$ cat config.mk
export PLATFORM = sky130hd
export DESIGN_NAME = lcd_menu_ctrl
export DESIGN_NICKNAME = d
export VERILOG_FILES = /design/src/rtl/lcd_menu_ctrl.sv
export SDC_FILE = /design/constraint.sdc
export NUM_CORES = 1
export LEC_CHECK = 0
export ABC_AREA = 1
export BUFFER_PORTS_ARGS = -buffer_cell sky130_fd_sc_hd__buf_2
export CORE_ASPECT_RATIO = 0.5
export CORE_UTILIZATION = 46
export CTS_CLUSTER_DIAMETER = 100
export DETAILED_ROUTE_END_ITERATION = 10
export GPL_TIMING_DRIVEN = 1
export MAX_ROUTING_LAYER = met4
export PLACE_DENSITY = 0.64
export SETUP_SLACK_MARGIN = 0.4
export SYNTH_ARGS = -nofsm -noshare
export SYNTH_HDL_FRONTEND = slang
export SYNTH_SLANG_ARGS = --single-unit
export TNS_END_PERCENT = 5
$ cat constraint.sdc
create_clock -name Clock -period 3.4 [get_ports Clock]
set_input_delay 0.85 -clock Clock [delete_from_list [all_inputs] [get_ports Clock]]
set_output_delay 0.85 -clock Clock [all_outputs]
set_load 0.02 [all_outputs]
$ cat src/rtl/lcd_menu_ctrl.sv
// lcd_menu_ctrl: LED menu driving an HD44780 16x2 LCD in 8-bit mode.
// Define LCD_STATUS_LINE_EN to also draw an LED status line on row 2.
module lcd_menu_ctrl #(
  parameter int NUM_LEDS    = 5,
  parameter int EN_CYCLES   = 50,
  parameter int WAIT_CYCLES = 2000,
  parameter int INIT_WAIT   = 750000
) (
  input  logic                Clock,
  input  logic                Reset,
  input  logic [3:0]          entrada,
  output logic                LCD_RS,
  output logic                LCD_RW,
  output logic                LCD_EN,
  output logic [7:0]          LCD_DATA,
  output logic [NUM_LEDS-1:0] LED,
  output logic                busy
);
  localparam int MAX_EW = EN_CYCLES > WAIT_CYCLES ? EN_CYCLES : WAIT_CYCLES;
  localparam int MAXC   = INIT_WAIT > MAX_EW ? INIT_WAIT : MAX_EW;
  localparam int CW     = $clog2(MAXC + 1);
`ifdef LCD_STATUS_LINE_EN
  localparam logic [5:0] LAST = 6'd33;
`else
  localparam logic [5:0] LAST = 6'd16;
`endif
  localparam logic [2:0] PWR_WAIT = 3'd0, INIT_CMD = 3'd1, CLR_WAIT = 3'd2, IDLE = 3'd3,
                         XFER_SETUP = 3'd4, XFER_EN = 3'd5, XFER_WAIT = 3'd6;
  localparam logic [39:0] ACESO = "ACESO";
  localparam logic [31:0] LEDT  = "LED ";
  logic [2:0]    eng;
  logic [CW-1:0] cnt;
  logic [5:0]    pos;
  logic          ini, lit, ev, acc;
  logic [3:0]    idx, prev_in;
  assign LCD_RW = 1'b0;
  assign busy   = eng != IDLE;
  always_comb begin
    ev  = $onehot(entrada) && prev_in == 4'b0000 && !busy;
    acc = ev && (lit ? entrada[0] : !entrada[0]);
  end
  // {rs, data} for sequence slot p; redraw slots are 0x80, 16 text bytes, then the optional row 2
  function automatic logic [8:0] lcd_byte(input logic init_b, input logic [5:0] p);
    logic [7:0] n;
    int c;
    n = 8'h31 + 8'(idx);
    if (init_b)
      return {1'b0, p == 6'd0 ? 8'h38 : p == 6'd1 ? 8'h0C : p == 6'd2 ? 8'h06 : 8'h01};
    if (p == 6'd0)
      return {1'b0, 8'h80};
    if (p <= 6'd16) begin
      c = int'(p) - 1;
      return {1'b1, lit ? (c < 5 ? ACESO[8*(4-c) +: 8] : c == 6 ? n : 8'h20)
                        : (c < 4 ? LEDT[8*(3-c) +: 8] : c == 4 ? n : 8'h20)};
    end
`ifdef LCD_STATUS_LINE_EN
    if (p == 6'd17)
      return {1'b0, 8'hC0};
    c = int'(p) - 18;
    return {1'b1, c < NUM_LEDS ? ((16'(LED) >> c) & 16'd1) != 16'd0 ? 8'h2A : 8'h2D : 8'h20};
`else
    return {1'b1, 8'h20};
`endif
  endfunction
  always_ff @(posedge Clock) begin
    if (Reset) begin
      eng      <= PWR_WAIT;
      cnt      <= CW'(INIT_WAIT - 1);
      pos      <= '0;
      ini      <= 1'b1;
      LCD_RS   <= 1'b0;
      LCD_EN   <= 1'b0;
      LCD_DATA <= 8'h00;
      LED      <= '0;
      lit      <= 1'b0;
      idx      <= '0;
      prev_in  <= '0;
    end else begin
      prev_in <= entrada;
      if (acc) begin
        if (entrada[3]) idx <= idx == 4'd0 ? 4'(NUM_LEDS - 1) : idx - 4'd1;
        if (entrada[2]) idx <= idx == 4'(NUM_LEDS - 1) ? 4'd0 : idx + 4'd1;
        if (entrada[1]) begin
          lit <= 1'b1;
          LED <= NUM_LEDS'(1) << idx;
        end
        if (entrada[0]) begin
          lit <= 1'b0;
          LED <= '0;
        end
      end
      case (eng)
        PWR_WAIT: begin
          if (cnt == '0) eng <= INIT_CMD;
          else cnt <= cnt - 1'b1;
        end
        INIT_CMD: begin
          if (pos == 6'd4) begin
            eng <= CLR_WAIT;
            cnt <= CW'(INIT_WAIT - 1);
          end else begin
            {LCD_RS, LCD_DATA} <= lcd_byte(1'b1, pos);
            eng <= XFER_SETUP;
          end
        end
        CLR_WAIT: begin
          if (cnt == '0) begin
            ini <= 1'b0;
            pos <= '0;
            {LCD_RS, LCD_DATA} <= lcd_byte(1'b0, 6'd0);
            eng <= XFER_SETUP;
          end else cnt <= cnt - 1'b1;
        end
        IDLE: begin
          if (acc) begin
            pos <= '0;
            {LCD_RS, LCD_DATA} <= lcd_byte(1'b0, 6'd0);
            eng <= XFER_SETUP;
          end
        end
        XFER_SETUP: begin
          LCD_EN <= 1'b1;
          cnt    <= CW'(EN_CYCLES - 1);
          eng    <= XFER_EN;
        end
        XFER_EN: begin
          if (cnt == '0) begin
            LCD_EN <= 1'b0;
            cnt    <= CW'(WAIT_CYCLES - 1);
            eng    <= XFER_WAIT;
          end else cnt <= cnt - 1'b1;
        end
        XFER_WAIT: begin
          if (cnt != '0) cnt <= cnt - 1'b1;
          else if (ini) begin
            pos <= pos + 6'd1;
            eng <= INIT_CMD;
          end else if (pos == LAST) eng <= IDLE;
          else begin
            pos <= pos + 6'd1;
            {LCD_RS, LCD_DATA} <= lcd_byte(1'b0, pos + 6'd1);
            eng <= XFER_SETUP;
          end
        end
        default: eng <= PWR_WAIT;
      endcase
    end
  end
endmodule

# Word-level counts from Yosys, hierarchy flattened

Index checks and enable logic that the tools add are counted.

Bits of input ports: 6
Bits in registers: 54
Output and inout port bits: 17

Reductions and logical operators: 27
Equality and inequality tests: 29
Magnitude comparators: 6
Muxes and demuxes: 112
Add/sub/neg operators: 14
Shift-type cells: 5

Operators by type and width:

| cell                     | count |
|---|---|
| $mux 8                   | 17 |
| $pmux 20 s5              | 1 |
| $mux 9                   | 10 |
| $mux 20                  | 4 |
| $shiftx 40x11->8 const A | 2 |
| $shiftx 32x11->8 const A | 2 |
| $mux 1                   | 51 |
| $mux 6                   | 6 |
| $pmux 8 s4               | 1 |
| $eq 7x4->1 const B       | 4 |
| $lt 7x4->1 const B       | 4 |
| $mux 3                   | 9 |
| $ne 2x2->1 const B       | 11 |
| $pmux 3 s7               | 1 |
| $logic_not 20->1         | 1 |
| $mux 4                   | 5 |
| $reduce_bool 20->1       | 1 |
| $sub 20x1->20 const B    | 1 |
| $pmux 6 s3               | 1 |
| $sub 3x7->8 const A      | 2 |
| $sub 4x7->8 const A      | 2 |
| $mux 7                   | 2 |
| $sub 6x1->7 const B      | 2 |
| $le 6x5->1 const B       | 2 |
| other kinds (34)         | 51 |

# Logic depth before layout (Yosys ltp)

Gate-level depths: netlist of run 1.

Word-level depth: 20
Gate-level depth with buffers: 23

# Worst setup path before layout of run 1

No wires, ideal clock.

Path type: input to register
From: in entrada[0]
To: reg LCD_DATA[3]
Stages: 14
Arrival: 3.050 ns
Setup slack: 0.231 ns
Library setup time: 0.119 ns
Buffers on the path: 0
Required time: 3.281 ns
Path through: clkinv_1 fa_1 inv_1 ha_1 ha_1 nor3_1 nand3_1 nor2_1 inv_1 nand2_1 nand3_2 nor2_1 o21a_1 a21oi_1

Cells in the longest elaborated chain, start to end: 8

RTL lines:

| item                                | line | source |
|---|---|---|
| start: declaration                  | 11   | `input logic [3:0] entrada,` |
| $add 1x1->2 (not written as such)   | 39   | `ev = $onehot(entrada) && prev_in == 4'b0000 && !busy;` |
| $add 2x2->3 (not written as such)   | 39   |  |
| $eq 3x1->1                          | 39   |  |
| $logic_and 1x1->1 (2 in series)     | 39   |  |
| $logic_and 1x1->1 *                 | 40   | `acc = ev && (lit ? entrada[0] : !entrada[0]);` |
| $ne 2x2->1 (no source line) *       | --   |  |
| $reduce_and 7->1 (no source line) * | --   |  |
| end signal: assignment              | 102  | `{LCD_RS, LCD_DATA} <= lcd_byte(1'b1, pos);` |
| end signal: assignment              | 110  | `{LCD_RS, LCD_DATA} <= lcd_byte(1'b0, 6'd0);` |
| end signal: assignment              | 117  | `{LCD_RS, LCD_DATA} <= lcd_byte(1'b0, 6'd0);` |
| end: declaration                    | 15   | `output logic [7:0] LCD_DATA,` |

Every way passes the cells marked *; elsewhere a longest branch is shown, timed or not.
A chain may end at the register's enable or synchronous reset.

# Worst setup path in the final report of run 1

From: in entrada[0]
To: reg pos[0]

Cells in the longest elaborated chain, start to end: 8

RTL lines:

| item                                | line | source |
|---|---|---|
| $add 1x1->2 (not written as such)   | 39   |  |
| $add 2x2->3 (not written as such)   | 39   |  |
| $eq 3x1->1                          | 39   |  |
| $logic_and 1x1->1 (2 in series)     | 39   |  |
| $logic_and 1x1->1 *                 | 40   |  |
| $ne 2x2->1 (no source line) *       | --   |  |
| $reduce_and 5->1 (no source line) * | --   |  |
| end signal: assignment              | 136  | `pos <= pos + 6'd1;` |
| end signal: assignment              | 140  | `pos <= pos + 6'd1;` |
| end: declaration                    | 33   | `logic [5:0] pos;` |

Marked as above.

==> impl_results.html, run 1 <==
<table>
<tr><th>Metric</th><th>Value</th></tr>
<tr><th colspan="2">Finish</th></tr>
<tr><td>Final layout net count</td><td>between 600 and 700</td></tr>
<tr><td>Number of antenna repair diodes</td><td>0</td></tr>
<tr><td>Area delta synth-&gt;final</td><td>12.1%</td></tr>
<tr><td>Final cell area excluding filler cells</td><td>4250 µm²</td></tr>
<tr><td>Layout cell share with drive strength beyond 1</td><td>12.6%</td></tr>
<tr><td>Number of inserted filler cells in the final layout</td><td>814</td></tr>
<tr><td>Seq. cell area</td><td>1080 µm²</td></tr>
<tr><td>Multi-input gate area in the final layout</td><td>2340 µm²</td></tr>
<tr><th colspan="2">Die</th></tr>
<tr><td>Die X</td><td>approximately 130 µm</td></tr>
<tr><td>Number of top-level pins</td><td>23</td></tr>
<tr><td>Core box area</td><td>approximately 7700 µm²</td></tr>
<tr><td>Die boundary height</td><td>66.2 µm</td></tr>
<tr><td>Starting Density</td><td>49.6%</td></tr>
<tr><td>Die area</td><td>between 8000 and 9000 µm²</td></tr>
<tr><td>Cell row count</td><td>22</td></tr>
<tr><th colspan="2">Setup path</th></tr>
<tr><td>Worst endpoint data arrival time</td><td>about 3200 ps</td></tr>
<tr><td>Nature of the critical path endpoint</td><td>flop</td></tr>
<tr><td>Worst stage delay on the critical path</td><td>530 ps</td></tr>
<tr><td>Dominant delay contributor by cell family on the critical path</td><td>adder cells</td></tr>
<tr><td>Crit path kind</td><td>input port to flop</td></tr>
<tr><td>Library cell contributing the largest single delay on the critical path</td><td>sky130_fd_sc_hd__fa_1</td></tr>
<tr><td>Critical path cell sequence</td><td>buf_2 -&gt; clkinv_2 -&gt; fa_1 -&gt; inv_1 -&gt; ha_1 -&gt; ha_1 -&gt; nor3_2 -&gt; nand3_1 -&gt; nor2_1 -&gt; inv_1 -&gt; nand2_2 -&gt; nand3_1 -&gt; buf_4 -&gt; a211oi_1</td></tr>
<tr><td>Critical Path Source Type</td><td>input port</td></tr>
<tr><td>Critical Path RT</td><td>between 3000 and 4000 ps</td></tr>
<tr><td>Buffers plus inverters on the worst setup path</td><td>5</td></tr>
<tr><td>Largest fanout on the critical path</td><td>12</td></tr>
<tr><th colspan="2">STA</th></tr>
<tr><td>Period utilisation layout</td><td>86.7%</td></tr>
<tr><td>Max Fclk</td><td>339 MHz</td></tr>
<tr><td>Post-route clock skew</td><td>10.2 ps</td></tr>
<tr><td>Final number of max-transition violations</td><td>0</td></tr>
<tr><td>RSZ-0062 raised after global routing</td><td>true</td></tr>
<tr><td>Hold Violations, Final</td><td>0</td></tr>
<tr><td>Final setup vio count</td><td>0</td></tr>
<tr><td>Transition time at the pin with the least slew margin</td><td>521 ps</td></tr>
<tr><td>Relative slew slack</td><td>65.2%</td></tr>
<tr><td>Minimum clock period</td><td>2950 ps</td></tr>
<tr><td>Setup TNS</td><td>0 ps</td></tr>
<tr><th colspan="2">Clock tree</th></tr>
<tr><td>Clock tree from TritonCTS</td><td>yes</td></tr>
<tr><td>Root buffer selected by CTS</td><td>sky130_fd_sc_hd__clkbuf_16</td></tr>
<tr><td>CTS buffer count</td><td>5</td></tr>
<tr><td>Clock slew at the register clock pins of the worst setup and hold paths</td><td>about 70 ps</td></tr>
<tr><td>Total of hold buffers inserted after clock tree synthesis</td><td>0</td></tr>
<tr><td>Number of levels the H-tree was split into</td><td>2</td></tr>
<tr><td>Maximum clock path buffer count</td><td>2</td></tr>
<tr><td>Number of sinks handled by clock tree synthesis</td><td>54</td></tr>
<tr><td>Insertion delay of the later-clocked pin in the worst-skew pair</td><td>300 ps</td></tr>
<tr><th colspan="2">Routing</th></tr>
<tr><td>DR vias/cell</td><td>5.16</td></tr>
<tr><td>Starting DRC count in detailed routing</td><td>234</td></tr>
<tr><td>Number of remaining DRC errors</td><td>0</td></tr>
<tr><td>Antenna viol nets, final</td><td>0</td></tr>
<tr><td>Drt first pass iters</td><td>5</td></tr>
<tr><td>Drt total wl</td><td>~9400 µm</td></tr>
<tr><td>Wire length per cell after detailed routing</td><td>12.9 µm</td></tr>
<tr><td>Via count</td><td>3,749</td></tr>
<tr><th colspan="2">GRT</th></tr>
<tr><td>Maximum number of pins on one net before global-route repair</td><td>30</td></tr>
<tr><td>Vias in the first global route</td><td>3,201</td></tr>
<tr><td>Number of antenna violations at the first check in global routing</td><td>0</td></tr>
<tr><td>Total global routing overflow</td><td>0</td></tr>
<tr><td>Global-route wire length before repair</td><td>15,200 µm</td></tr>
<tr><td>Total global-route track usage</td><td>about a quarter</td></tr>
<tr><th colspan="2">Synth</th></tr>
<tr><td>Count of cell types in the netlist</td><td>40</td></tr>
<tr><td>Warnings, synthesis</td><td>0</td></tr>
<tr><td>Number of instances in the synthesized netlist</td><td>roughly 590</td></tr>
<tr><td>Largest area contributor in the netlist</td><td>sky130_fd_sc_hd__dfxtp_1</td></tr>
<tr><td>Share of synthesized area occupied by flip-flops and latches</td><td>28.5%</td></tr>
<tr><td>Average cell area after synthesis</td><td>6.41 µm²</td></tr>
<tr><td>Ys async rst share</td><td>0%</td></tr>
<tr><td>Number of flops mapped to enable cells by yosys</td><td>0</td></tr>
<tr><td>Post-synth design cell area</td><td>3790 µm²</td></tr>
<tr><td>Post-Synthesis Net Count</td><td>618</td></tr>
<tr><td>Cell with the most instances after synthesis</td><td>sky130_fd_sc_hd__nand2_1</td></tr>
<tr><td>Top area cells in the synthesized netlist</td><td>sky130_fd_sc_hd__dfxtp_1 (28%), sky130_fd_sc_hd__nand2_1 (12%), sky130_fd_sc_hd__inv_1 (8.0%), sky130_fd_sc_hd__nor2_1 (7.9%), sky130_fd_sc_hd__nand3_1 (6.3%)</td></tr>
<tr><td>Flop and latch count out of synthesis</td><td>54</td></tr>
<tr><td>Top post-synthesis cells by count</td><td>sky130_fd_sc_hd__nand2_1 (122), sky130_fd_sc_hd__inv_1 (81), sky130_fd_sc_hd__nor2_1 (80)</td></tr>
<tr><td>Synth Flop Type</td><td>sky130_fd_sc_hd__dfxtp_1</td></tr>
<tr><td>Share of Yosys cell area claimed by the top area cell type</td><td>roughly 28%</td></tr>
<tr><th colspan="2">Worst hold path</th></tr>
<tr><td>HP Class</td><td>flop to flop</td></tr>
<tr><th colspan="2">Pwr</th></tr>
<tr><td>PnR Total Power</td><td>2.34 mW</td></tr>
<tr><td>Worst-case vdd ir drop</td><td>~280 µV</td></tr>
<tr><td>Power Dens Cells</td><td>551 nW/µm²</td></tr>
<tr><td>P_leak</td><td>1.97 nW</td></tr>
<tr><th colspan="2">Run status</th></tr>
<tr><td>Run status</td><td>finished clean</td></tr>
<tr><th colspan="2">Placed design</th></tr>
<tr><td>Placed wire-length estimate</td><td>7030 µm</td></tr>
<tr><td>Count of input and output buffers</td><td>21</td></tr>
<tr><td>GPL Wtd Cong</td><td>0.905</td></tr>
<tr><td>Placement Cell Area</td><td>4010 µm²</td></tr>
<tr><th colspan="2">Flow run</th></tr>
<tr><td>Max_cap viols</td><td>0</td></tr>
</table>
## tightest hold or removal path, delay by kind of cell, from the launching register on
kind,cells,cell delay [ps]
DFF,1,310
and+or+nand+nor,1,60
AOI/OAI and AO/OA,1,50
## logic make-up after synthesis
logic type | after synthesis | synth area share (%)
flip-flops | 54 | 28.5
other | 1 | 0.0988
buffers and inverters | 101 | 10.8
XOR/XNOR | 8 | 1.85
adder cells (fa/ha/maj) | 20 | 6.79
AO/OA/AOI/OAI | 104 | 16.2
AND/OR/NAND/NOR | 304 | 35.8
## sequential cells by signal, summed over array words and instances, names as in the netlist, 3 cells and up
name and cells:
cnt 20, LCD_DATA 8, pos 6, LED 5, idx 4, prev_in 4
eng 3
## per-layer routing
layer / part of all wire (%) / GRT usage, %
met1: 50 / 30.6
met4: 0.61 / 5.17
met3: 3.4 / 4.61
met5: 0 / -
met2: 46 / 37.3
## where the power goes
| group | switching, mW | internal (mW) | total, mW |
|---|---|---|---|
| Clock | 0.256 | 0.371 | 0.627 |
| Combinational | 0.581 | 0.291 | 0.872 |
| Sequential | 0.0906 | 0.753 | 0.843 |
| Total | 0.927 | 1.42 | 2.34 |
## path summary, 6_finish.rpt
| check | startpoint | endpoint | slack, ps | depth (start not counted) |
|---|---|---|---|---|
| hold / removal | LED[1] | LED[1] | 460 | 2 |
| hold reg to reg | LED[1] | LED[1] | 460 | 2 |
| setup reg to reg | pos[1] | LCD_DATA[6] | 600 | 22 |
| setup / recovery | entrada[0] | pos[0] | 450 | 14 |
## cell type report
| cell class | count | share of cell area [%] |
|---|---|---|
| multi-input combinational | 437 | 55.0 |
| clock inverter | 2 | 0.912 |
| timing repair buffer | 30 | 4.06 |
| sequential | 54 | 25.5 |
| timing repair inverter | 1 | 0.118 |
| inverter | 89 | 8.00 |
| tap | 108 | 3.18 |
| clock buffer | 6 | 3.26 |
## through the flow
| stage | worst slack, ps | cells | util (%) | hold WS, ps |
|---|---|---|---|---|
| floorplan | 378 | 592 | - | 445 |
| global placement | 155 | 715 | 52.4 | 451 |
| detailed placement | 91.1 | 715 | 52.4 | 457 |
| CTS | 401 | 723 | 54.8 | 467 |
| global route | 263 | 727 | 55.6 | 475 |
| finish | 452 | 727 | 55.6 | 461 |
## placed cells by master (no fill, tap or decap), types with 2 or more instances in the layout
cell and count:
sky130_fd_sc_hd__nand2_2 7, sky130_fd_sc_hd__buf_2 21, sky130_fd_sc_hd__dfxtp_2 2, sky130_fd_sc_hd__nand2_1 121
sky130_fd_sc_hd__a21oi_2 2, sky130_fd_sc_hd__nor2_2 2, sky130_fd_sc_hd__ha_1 17, sky130_fd_sc_hd__a21oi_1 38
sky130_fd_sc_hd__o21ai_0 32, sky130_fd_sc_hd__inv_1 80, sky130_fd_sc_hd__nand3_1 48, sky130_fd_sc_hd__clkbuf_16 5
sky130_fd_sc_hd__dfxtp_1 52, sky130_fd_sc_hd__clkinv_2 2, sky130_fd_sc_hd__inv_6 2, sky130_fd_sc_hd__buf_4 9
sky130_fd_sc_hd__xnor2_1 3, sky130_fd_sc_hd__nor3_2 2, sky130_fd_sc_hd__a211oi_1 12, sky130_fd_sc_hd__nor2_4 5
sky130_fd_sc_hd__a31oi_1 2, sky130_fd_sc_hd__ha_2 2, sky130_fd_sc_hd__o211ai_1 9, sky130_fd_sc_hd__xor2_1 5
sky130_fd_sc_hd__inv_2 6, sky130_fd_sc_hd__nand3_2 2, sky130_fd_sc_hd__nand2_4 2, sky130_fd_sc_hd__o21ai_2 2
sky130_fd_sc_hd__nor4_1 2, sky130_fd_sc_hd__nand4_1 15, sky130_fd_sc_hd__nor3_1 15, sky130_fd_sc_hd__nor2_1 79
## repair_timing
action / 4_1_cts / 5_1_grt
setup endpoints to repair: 1 / 19
buffers inserted: 0 / 3
gates cloned: 0 / 1
pin swaps: 0 / 1
gates resized for setup: 1 / 11
Note: power is estimated with default switching activity, not from simulation.
==> inputs of run 2 (changes only) <==
CELL_PAD_IN_SITES_DETAIL_PLACEMENT = 1   (was not set)
CELL_PAD_IN_SITES_GLOBAL_PLACEMENT = 2   (was not set)
CORE_ASPECT_RATIO = 0.8   (was 0.5)
CORE_UTILIZATION = 34   (was 46)
PLACE_DENSITY = 0.82   (was 0.64)
==> run 2 against run 1 <==
- setup slack improved by 25 ps
- critical path depth up 1
- global-route usage down 1.9 points
- die area grew 34%
- flip-flop and latch count is the same
- cell count up 5.0%
- wire length increased by 26%
- largest cell class unchanged
- highest routed layer unchanged
==> impl_results.html, run 2 (synthesized netlist as in run 1, its figures left out) <==
<table>
<tr><th>Metric</th><th>Value</th></tr>
<tr><th colspan="2">Pwr</th></tr>
<tr><td>Worst-case vdd ir drop</td><td>just over 200 µV</td></tr>
<tr><td>Power Dens Cells</td><td>between 500 and 600 nW/µm²</td></tr>
<tr><td>PnR Total Power</td><td>2.35 mW</td></tr>
<tr><td>P_leak</td><td>1.95 nW</td></tr>
<tr><th colspan="2">Setup path</th></tr>
<tr><td>Critical Path RT</td><td>3560 ps</td></tr>
<tr><td>Largest fanout on the critical path</td><td>12</td></tr>
<tr><td>Worst flop-to-flop path startpoint</td><td>pos[1]</td></tr>
<tr><td>Path depth of the worst reg2reg path</td><td>22</td></tr>
<tr><td>Critical register-to-register path endpoint</td><td>LCD_DATA[6]</td></tr>
<tr><td>Nature of the critical path endpoint</td><td>flop</td></tr>
<tr><td>Critical Path Source Type</td><td>input port</td></tr>
<tr><td>FF-to-FF setup slack</td><td>690 ps</td></tr>
<tr><td>Worst endpoint data arrival time</td><td>3090 ps</td></tr>
<tr><td>Crit path kind</td><td>input port to flop</td></tr>
<tr><th colspan="2">Clock tree</th></tr>
<tr><td>Clock tree from TritonCTS</td><td>yes</td></tr>
<tr><td>Insertion delay of the later-clocked pin in the worst-skew pair</td><td>300 ps</td></tr>
<tr><td>Number of levels the H-tree was split into</td><td>2</td></tr>
<tr><td>CTS buffer count</td><td>5</td></tr>
<tr><td>Root buffer selected by CTS</td><td>sky130_fd_sc_hd__clkbuf_16</td></tr>
<tr><td>Number of sinks handled by clock tree synthesis</td><td>54</td></tr>
<tr><td>Maximum clock path buffer count</td><td>2</td></tr>
<tr><td>Total of hold buffers inserted after clock tree synthesis</td><td>0</td></tr>
<tr><td>Clock slew at the register clock pins of the worst setup and hold paths</td><td>70 ps</td></tr>
<tr><th colspan="2">Finish</th></tr>
<tr><td>Number of antenna repair diodes</td><td>0</td></tr>
<tr><td>Layout cell share with drive strength beyond 1</td><td>14.2%</td></tr>
<tr><td>Top flop regs</td><td>cnt: 20 flops, LCD_DATA: 8 flops, pos: 6 flops</td></tr>
<tr><td>Final layout net count</td><td>644</td></tr>
<tr><td>Number of inserted filler cells in the final layout</td><td>1,452</td></tr>
<tr><td>Area delta synth-&gt;final</td><td>14.0%</td></tr>
<tr><td>Register bank with the most flops</td><td>cnt</td></tr>
<tr><td>Most frequent cells in the layout</td><td>sky130_fd_sc_hd__nand2_1 (118), sky130_fd_sc_hd__inv_1 (79), sky130_fd_sc_hd__nor2_1 (77), sky130_fd_sc_hd__dfxtp_1 (52), sky130_fd_sc_hd__nand3_1 (47)</td></tr>
<tr><td>Most frequent standard cell in the layout excluding fill and tap cells</td><td>sky130_fd_sc_hd__nand2_1</td></tr>
<tr><td>Flip-flop count of the largest register, all copies and words added</td><td>20</td></tr>
<tr><th colspan="2">Worst hold path</th></tr>
<tr><td>Worst hold path endpoint</td><td>LCD_EN</td></tr>
<tr><td>Start point of the worst min-delay path</td><td>LCD_EN</td></tr>
<tr><td>HP Class</td><td>flop to flop</td></tr>
<tr><td>Min-Delay Path Depth</td><td>2</td></tr>
<tr><th colspan="2">STA</th></tr>
<tr><td>Final number of max-transition violations</td><td>0</td></tr>
<tr><td>Relative slew slack</td><td>between 60% and 70%</td></tr>
<tr><td>Hold Violations, Final</td><td>0</td></tr>
<tr><td>Max Fclk</td><td>342 MHz</td></tr>
<tr><td>Hold slack final</td><td>469 ps</td></tr>
<tr><td>Transition time at the pin with the least slew margin</td><td>around 560 ps</td></tr>
<tr><td>Post-route clock skew</td><td>10.2 ps</td></tr>
<tr><td>RSZ-0062 raised after global routing</td><td>true</td></tr>
<tr><td>Minimum clock period</td><td>about 3000 ps</td></tr>
<tr><td>Period utilisation layout</td><td>between 80 and 90%</td></tr>
<tr><td>Final setup vio count</td><td>0</td></tr>
<tr><td>Final Worst Setup Slack</td><td>477 ps</td></tr>
<tr><td>Setup TNS</td><td>0 ps</td></tr>
<tr><th colspan="2">GRT</th></tr>
<tr><td>Vias in the first global route</td><td>3,708</td></tr>
<tr><td>Number of antenna violations at the first check in global routing</td><td>0</td></tr>
<tr><td>Maximum number of pins on one net before global-route repair</td><td>37</td></tr>
<tr><td>Global-route wire length before repair</td><td>19,000 µm</td></tr>
<tr><td>Total global routing overflow</td><td>0</td></tr>
<tr><td>Total global-route track usage</td><td>21.5%</td></tr>
<tr><th colspan="2">Die</th></tr>
<tr><td>Number of top-level pins</td><td>23</td></tr>
<tr><td>Cell row count</td><td>34</td></tr>
<tr><td>Core box area</td><td>10,800 µm²</td></tr>
<tr><td>Die area</td><td>11,600 µm²</td></tr>
<tr><td>Starting Density</td><td>35.0%</td></tr>
<tr><td>Die X</td><td>approximately 120 µm</td></tr>
<tr><td>Die boundary height</td><td>96.5 µm</td></tr>
<tr><th colspan="2">Routing</th></tr>
<tr><td>DR vias/cell</td><td>5.09</td></tr>
<tr><td>Drt first pass iters</td><td>5</td></tr>
<tr><td>Number of remaining DRC errors</td><td>0</td></tr>
<tr><td>Antenna viol nets, final</td><td>0</td></tr>
<tr><td>Via count</td><td>3,882</td></tr>
<tr><td>Drt total wl</td><td>11,800 µm</td></tr>
<tr><td>Wire length per cell after detailed routing</td><td>15.4 µm</td></tr>
<tr><td>Starting DRC count in detailed routing</td><td>194</td></tr>
<tr><th colspan="2">Run status</th></tr>
<tr><td>Run status</td><td>finished clean</td></tr>
<tr><th colspan="2">Placed design</th></tr>
<tr><td>Placed wire-length estimate</td><td>roughly 9100 µm</td></tr>
<tr><td>Count of input and output buffers</td><td>21</td></tr>
<tr><td>Worst slack at placement</td><td>53.6 ps</td></tr>
<tr><td>GPL Wtd Cong</td><td>0.828</td></tr>
<tr><th colspan="2">Flow run</th></tr>
<tr><td>Max_cap viols</td><td>0</td></tr>
</table>
-- run 2: cell count changes in the layout (fill, tap and decap cells not counted), moves of 2 or more --
cell / previous run / this run
sky130_fd_sc_hd__buf_6: 0 / 2
sky130_fd_sc_hd__clkinv_4: 0 / 2
sky130_fd_sc_hd__buf_4: 9 / 7
sky130_fd_sc_hd__nor2_2: 2 / 5
sky130_fd_sc_hd__nand2_1: 121 / 118
sky130_fd_sc_hd__nand2_2: 7 / 10
sky130_fd_sc_hd__ha_1: 17 / 15
sky130_fd_sc_hd__nor2_1: 79 / 77
-- run 2: final cells by class --
cell class	instances	area [µm²]	area share (%)
inverter	89	340	7.87
timing repair inverter	1	5.00	0.116
multi-input combinational	437	2380	55.1
tap	144	180	4.17
clock inverter	3	26.3	0.608
clock buffer	5	125	2.89
sequential	54	1090	25.1
timing repair buffer	30	180	4.17
-- run 2: per-layer routing --
layer	vias to the layer above	part of all wire (%)	track usage, %
met3	4	3.5	3.58
li1	1999	-	-
met4	0	0.31	3.02
met5	-	0	-
met1	1825	55	31.2
met2	54	41	31.5
-- run 2: critical path, stage by stage --
cell and delay [ps]:
sky130_fd_sc_hd__buf_2 110, sky130_fd_sc_hd__clkinv_2 60, sky130_fd_sc_hd__fa_1 530, sky130_fd_sc_hd__inv_1 40
sky130_fd_sc_hd__ha_2 180, sky130_fd_sc_hd__ha_4 220, sky130_fd_sc_hd__nor3_2 180, sky130_fd_sc_hd__nand3_1 90
sky130_fd_sc_hd__nor2_1 110, sky130_fd_sc_hd__inv_1 70, sky130_fd_sc_hd__nand2_2 110, sky130_fd_sc_hd__nand3_1 140
sky130_fd_sc_hd__buf_6 180, sky130_fd_sc_hd__a21oi_1 150, sky130_fd_sc_hd__a211oi_2 50
-- run 2: what timing repair did --
item | 4_1_cts | 5_1_grt
setup buffers | 0 | 2
cloned | 0 | 1
endpoints found under the setup margin | 6 | 15
resized for setup | 4 | 22
pin swaps | 0 | 2
-- run 2: how the worst max path moves through the flow --
stage | cells past startpoint | slack, ps | end | startpoint
after global routing | 15 | 360 | pos[4] | entrada[0]
after floorplan | 13 | 380 | LED[0] | entrada[0]
final | 15 | 480 | pos[1] | entrada[0]
after global placement | 15 | 190 | LCD_DATA[2] | entrada[0]
after CTS | 20 | 390 | LCD_DATA[1] | pos[1]
after detailed placement | 15 | 50 | LCD_DATA[5] | entrada[0]
-- run 2: per-stage QoR --
step / std cells / area, µm² / util [%]
after floorplan: 592 / 3800 / -
after global placement: 752 / 4060 / 37.4
after detailed placement: 752 / 4060 / 37.4
final: 763 / 4320 / 39.9
after global routing: 763 / 4320 / 39.9
after CTS: 760 / 4230 / 39.0
-- run 2: power by group --
group	switching, mW	total [mW]	internal (mW)
clock network	0.262	0.542	0.281
registers	0.102	0.855	0.753
logic	0.646	0.948	0.302
total	1.01	2.35	1.34
